===== src/rtl/uart_pkg.sv =====
// Types and constants shared by the UART transmit arbiter and its helpers.
package uart_pkg;

  typedef enum logic [1:0] {IDLE, HDR, DATA} arb_state_t;

  // MSB flag that marks a header byte carrying the client id.
  localparam logic HDR_MARK = 1'b1;

  // Minimum number of idle cycles between consecutive tx_req pulses.
  localparam int HOLDOFF_CYCLES = 2;

endpackage


===== src/rtl/rr_arbiter.sv =====
// Combinational round-robin picker: the first requester after last_id wins,
// wrapping around to client 0.
module rr_arbiter #(
  parameter int NUM_CLIENTS = 4,
  localparam int ID_W = $clog2(NUM_CLIENTS)
) (
  input  logic [NUM_CLIENTS-1:0] req,
  input  logic [ID_W-1:0]        last_id,
  output logic [NUM_CLIENTS-1:0] gnt,
  output logic [ID_W-1:0]        gnt_id
);

  logic          hit_hi;
  logic          hit_any;
  logic [ID_W-1:0] lo_id;

  // Descending scan leaves the lowest matching index in each candidate.
  always_comb begin
    gnt_id  = '0;
    lo_id   = '0;
    hit_hi  = 1'b0;
    hit_any = 1'b0;
    for (int i = NUM_CLIENTS - 1; i >= 0; i--) begin
      if (req[i] && (i > int'(last_id))) begin
        hit_hi = 1'b1;
        gnt_id = ID_W'(i);
      end
      if (req[i]) begin
        hit_any = 1'b1;
        lo_id   = ID_W'(i);
      end
    end
    if (!hit_hi) gnt_id = lo_id;
    gnt = hit_any ? (NUM_CLIENTS'(1) << gnt_id) : '0;
  end

endmodule


===== src/rtl/uart_tx_arbiter.sv =====
// Shares one UART transmitter between NUM_CLIENTS byte streams: round-robin
// grants held for a whole frame (up to MAX_BURST bytes), optional id header.
module uart_tx_arbiter
  import uart_pkg::*;
#(
  parameter int NUM_CLIENTS = 4,
  parameter int WIDTH       = 8,
  parameter bit USE_HEADER  = 1'b1,
  parameter int MAX_BURST   = 16,
  localparam int ID_W       = $clog2(NUM_CLIENTS)
) (
  input  logic                         clk,
  input  logic                         rst_n,
  input  logic [NUM_CLIENTS-1:0]       cli_valid,
  input  logic [NUM_CLIENTS*WIDTH-1:0] cli_data,
  input  logic [NUM_CLIENTS-1:0]       cli_last,
  output logic [NUM_CLIENTS-1:0]       cli_ready,
  output logic                         tx_req,
  output logic [WIDTH-1:0]             tx_din,
  input  logic                         tx_ready,
  output logic [ID_W-1:0]              grant_id,
  output logic                         busy
);

  localparam int BURST_W   = 8;
  localparam int HOLDOFF_W = $clog2(HOLDOFF_CYCLES + 1);

  arb_state_t           state, state_nxt;
  logic [ID_W-1:0]      grant_nxt, last_id, last_nxt, win_id;
  logic [NUM_CLIENTS-1:0] win_gnt;
  logic [BURST_W-1:0]   burst_cnt, burst_nxt;
  logic [HOLDOFF_W-1:0] holdoff, holdoff_nxt;
  logic                 issue_ok;
  logic [WIDTH-1:0]     hdr_byte, cli_byte;
  logic                 vld_p0, vld_p1;
  logic [WIDTH-1:0]     dat_p0, dat_p1;

  rr_arbiter #(.NUM_CLIENTS(NUM_CLIENTS)) u_rr (
    .req     (cli_valid),
    .last_id (last_id),
    .gnt     (win_gnt),
    .gnt_id  (win_id)
  );

  // holdoff keeps two quiet cycles after every pulse, covering the UART's
  // registered tx_ready lag.
  assign issue_ok = tx_ready && (holdoff == '0);
  assign cli_byte = cli_data[int'(grant_id)*WIDTH +: WIDTH];

  always_comb begin
    hdr_byte = '0;
    hdr_byte[WIDTH-1] = HDR_MARK;
    hdr_byte[ID_W-1:0] = grant_id;
  end

  // ---- stage p0: grant / issue decision ----
  always_comb begin
    state_nxt = state;
    grant_nxt = grant_id;
    last_nxt  = last_id;
    burst_nxt = burst_cnt;
    vld_p0    = 1'b0;
    dat_p0    = dat_p1;
    cli_ready = '0;
    case (state)
      IDLE: begin
        if (|win_gnt) begin
          grant_nxt = win_id;
          burst_nxt = '0;
          state_nxt = USE_HEADER ? HDR : DATA;
        end
      end
      HDR: begin
        if (issue_ok) begin
          vld_p0    = 1'b1;
          dat_p0    = hdr_byte;
          state_nxt = DATA;
        end
      end
      DATA: begin
        if (issue_ok && cli_valid[grant_id]) begin
          cli_ready[grant_id] = 1'b1;
          vld_p0    = 1'b1;
          dat_p0    = cli_byte;
          burst_nxt = burst_cnt + BURST_W'(1);
          // End of frame and burst limit together still release only once.
          if (cli_last[grant_id] || (burst_cnt == BURST_W'(MAX_BURST - 1))) begin
            last_nxt  = grant_id;
            state_nxt = IDLE;
          end
        end
      end
      default: state_nxt = IDLE;
    endcase
    if (vld_p0)
      holdoff_nxt = HOLDOFF_W'(HOLDOFF_CYCLES);
    else if (holdoff != '0)
      holdoff_nxt = holdoff - HOLDOFF_W'(1);
    else
      holdoff_nxt = '0;
  end

  // ---- stage p1: registered UART request ----
  always_ff @(posedge clk or negedge rst_n) begin
    if (!rst_n) begin
      state     <= IDLE;
      grant_id  <= '0;
      last_id   <= ID_W'(NUM_CLIENTS - 1);
      burst_cnt <= '0;
      holdoff   <= '0;
      vld_p1    <= 1'b0;
      dat_p1    <= '0;
    end else begin
      state     <= state_nxt;
      grant_id  <= grant_nxt;
      last_id   <= last_nxt;
      burst_cnt <= burst_nxt;
      holdoff   <= holdoff_nxt;
      vld_p1    <= vld_p0;
      dat_p1    <= dat_p0;
    end
  end

  assign tx_req = vld_p1;
  assign tx_din = dat_p1;
  assign busy   = (state != IDLE);

endmodule


===== config.mk =====
export PLATFORM = sky130hd
export DESIGN_NAME = uart_tx_arbiter
export DESIGN_NICKNAME = d
export VERILOG_FILES = /design/src/rtl/uart_pkg.sv /design/src/rtl/rr_arbiter.sv /design/src/rtl/uart_tx_arbiter.sv
export SDC_FILE = /design/constraint.sdc
export NUM_CORES = 1
export LEC_CHECK = 0
export CAP_MARGIN = 20
export CORE_UTILIZATION = 30
export DETAILED_ROUTE_END_ITERATION = 6
export DONT_BUFFER_PORTS = 1
export GPL_ROUTABILITY_DRIVEN = 0
export GPL_TIMING_DRIVEN = 0
export PLACE_DENSITY = 0.51
export SETUP_SLACK_MARGIN = 0.2
export SLEW_MARGIN = 10
export SYNTH_ARGS = -nofsm -noshare
export SYNTH_HDL_FRONTEND = slang
export SYNTH_SLANG_ARGS = --single-unit

===== constraint.sdc =====
create_clock -name clk -period 5.23 [get_ports clk]
set_input_delay 0 -clock clk [delete_from_list [all_inputs] [get_ports clk]]
set_output_delay 0 -clock clk [all_outputs]
set_load 0.005 [all_outputs]

==> impl_results.md <==
- Status: completed
- H-tree depth: 1
- RSZ-0062 raised after global routing: no
- Hold Path Sink: grant_id[0]$_DFFE_PN0P_
- Reg2reg path depth: 6
- Vias per cell: 5.52
- Clock Latency Late Sink: 0.27 ns
- Power share of the clock group: 13.6%
- #FFs+latches synth: 25
- Total power: 0.000861 W
- Via count: 1221
- Fmax: 465 MHz
- # port buffers: 0
- Delay of the slowest critical-path stage: 0.58 ns
- Worst Hold Slack: 0.0413 ns
- Core Box Area: 5110 um^2
- Post-Synthesis Net Count: 192
- Reg2reg setup slack: 3.08 ns
- Total gr overflow: 0
- Final Critical Period: 2.15 ns
- DR WL/cell: 17.2 um
- Mapped cell area: 1600 um^2
- CTS Sinks: 25
- Layout cells sized above 1: 17.9%
- Max-slew violations: 0
- Setup violators final: 0
- Largest net degree at the start of global routing: 26
- Maximum vdd drop: 241 uV
- Antenna-violating nets left: 0
- Antenna diode count: 0
- Hold path cells: 2
- Post-synth ARST share: 100%
- Final wirelength: 3.80 mm
- Maximum clock path buffer count: 2
- Initial Util: 31.3%
- TritonCTS buffer count: 3
- Net Sw Power: 0.000346 W
- Internal: 0.000515 W
- Detailed placement HPWL: 2.91 mm
- Total Die Area: 5630 um^2
- CP Max Fanout: 10
- Leakage power: 0.769 nW
- Most frequent cells in the layout: 23 x dfrtp_1, 10 x mux2_2, 9 x nand2_1, 9 x a21oi_1, 8 x inv_1
- Clock skew: 0.00526 ns
- Num rows: 26
- Layout area overhead: 11.4%
- Relative slew margins: 51.2%
- Die Width: 75.0 um
- Kind of critical path: reg2reg
- Max Cap Viol: 0
- Hold path startpoint: cli_valid[1]
- Crit share post-route: 41.1%
- Switching Share: 40.2%
- Setup TNS: 0 ns
- Total GRT Usage: 15.0%
- Top FF cell, synth: dfrtp_1
- Synthesized area per cell: 11.2 um^2
- Iter 0 DRT Violations: 36
- Die outline height: 75.0 um
- Seq/Total Area, Yosys: 39.2%
- CTS clock-pin slew for the worst setup and hold paths: 0.09 ns
- Pwr Density: 483 nW/um^2
- Sequential Power Share: 35.8%
- CTS tree: yes
- Comb pwr share: 50.6%
- Unique masters post-synth: 39
- Critical path's slowest cell: mux4_2
- Fin nets: 201
- Post-synthesis cell count: 143
- Commonest non-fill, non-tap cell in the layout: dfrtp_1
- Fill cell count: 538
- Worst-path cell chain: buf_6, mux4_2, a21boi_2, buf_6, a211o_1, mux2_2
- CP arrival: 2.31 ns
- Vias in the first global route: 1284
- Worst-Margin Slew: 0.725 ns
- Hold crit path type: in2reg
- Reg-to-reg endpoint: state[1]$_DFFE_PN0P_
- CP Capture Type: flip-flop
- Worst EP required: 5.39 ns
- First-pass GRT wire length: 6.16 mm
- Clock Tree Root: clkbuf_8
- Initial antenna violation count: 0
- Number of flops mapped to enable cells by yosys: 0
- DRC: 0
- Cell mode on critical path: buf_6
- I/O Pins: 59
- Worst R2R Start: grant_id[0]$_DFFE_PN0P_
- Synth warn: 0
- Final Hold Viols: 0
- First-pass iteration count of the detailed router: 4
- Startpoint Class: flip-flop
==> how the worst max path moves through the flow <==
| stage | from | to | slack [ns] | cells after the start |
|---|---|---|---|---|
| final | grant_id[0]$_DFFE_PN0P_ | state[1]$_DFFE_PN0P_ | 3.08 | 6 |
| after detailed placement | grant_id[0]$_DFFE_PN0P_ | state[1]$_DFFE_PN0P_ | 3.11 | 6 |
| after global routing | state[0]$_DFFE_PN0P_ | burst_cnt[4]$_DFFE_PN0P_ | 2.93 | 8 |
| after CTS | grant_id[0]$_DFFE_PN0P_ | cli_ready[3] | 3.08 | 5 |
| after global placement | grant_id[0]$_DFFE_PN0P_ | state[1]$_DFFE_PN0P_ | 3.12 | 6 |
| after floorplan | grant_id[0]$_DFFE_PN0P_ | state[0]$_DFFE_PN0P_ | 3.28 | 6 |
==> power groups by stage <==
| stage | clock network (W) | registers [W] | logic (W) |
|---|---|---|---|
| after floorplan | 0 | 0.000298 | 0.000343 |
| after global placement | 0 | 0.000310 | 0.000415 |
| after detailed placement | 0 | 0.000313 | 0.000425 |
| after CTS | 0.000123 | 0.000310 | 0.000440 |
| after global routing | 0.000130 | 0.000317 | 0.000482 |
| final | 0.000117 | 0.000308 | 0.000436 |
==> through the flow <==
step | setup WS, ns | util, % | cell area [um^2] | std cells
floorplan | 3.28 | - | 1600 | 143
global placement | 3.12 | 33.0 | 1690 | 213
detailed placement | 3.11 | 33.0 | 1690 | 213
CTS | 3.08 | 34.9 | 1780 | 221
global route | 2.93 | 34.9 | 1780 | 221
finish | 3.08 | 34.9 | 1780 | 221
==> sequential cells by signal, summed over array words and instances, names as in the netlist <==
signal and count:
state 2, burst_cnt 8, tx_din 8, holdoff 2, grant_id 2, tx_req 1, last_id 2
==> layer usage <==
| metal | up-vias | GRT usage (%) | wire length, um |
|---|---|---|---|
| met2 | 56 | 23.9 | 1830 |
| met5 | - | 0 | 0 |
| li1 | 572 | - | - |
| met3 | 4 | 3.61 | 272 |
| met4 | 0 | 8.39 | 60 |
| met1 | 589 | 18.8 | 1630 |
==> kinds of logic after synthesis <==
family | synth area share (%)
AOI/OAI and AO/OA | 15.6
muxes | 21.5
and+or+nand+nor | 14.1
DFF | 39.2
adders and majority gates | 4.69
buffers and inverters | 4.85
==> worst max-delay path, delay by kind of cell (launching register included) <==
kind                   cells  cell delay, ns
AO/OA/AOI/OAI              2            0.40
buffers and inverters      2            0.34
flip-flops                 1            0.40
multiplexers               2            0.91
==> what timing repair did <==
item                      CTS  global route
hold endpoints to repair   26             0
buffers inserted            0             0
hold buffers                4             0
gates resized for setup     0             0
==> synthesized netlist by cell type (5+ instances only) <==
cell	instances	area (um^2)
a21oi_1	9	45.0
a22o_1	6	52.6
dfrtp_1	23	576
ha_1	6	75.1
inv_1	8	30.0
mux2_2	10	113
mux4_1	5	131
nand2_1	9	33.8
nand3_1	5	25.0
nor2_1	7	26.3
o21ai_0	5	25.0
o31ai_1	5	37.5
or4_1	5	37.5
==> final cells by class <==
| cell class | count | area, um^2 | area share [%] |
|---|---|---|---|
| Buffer | 8 | 47.5 | 2.67 |
| Clock buffer | 4 | 45.0 | 2.53 |
| Inverter | 8 | 30.0 | 1.68 |
| Multi-Input combinational cell | 102 | 895 | 50.2 |
| Sequential cell | 25 | 628 | 35.2 |
| Tap cell | 70 | 87.6 | 4.91 |
| Timing Repair Buffer | 4 | 50.0 | 2.81 |
(Power assumes the default switching activity.)
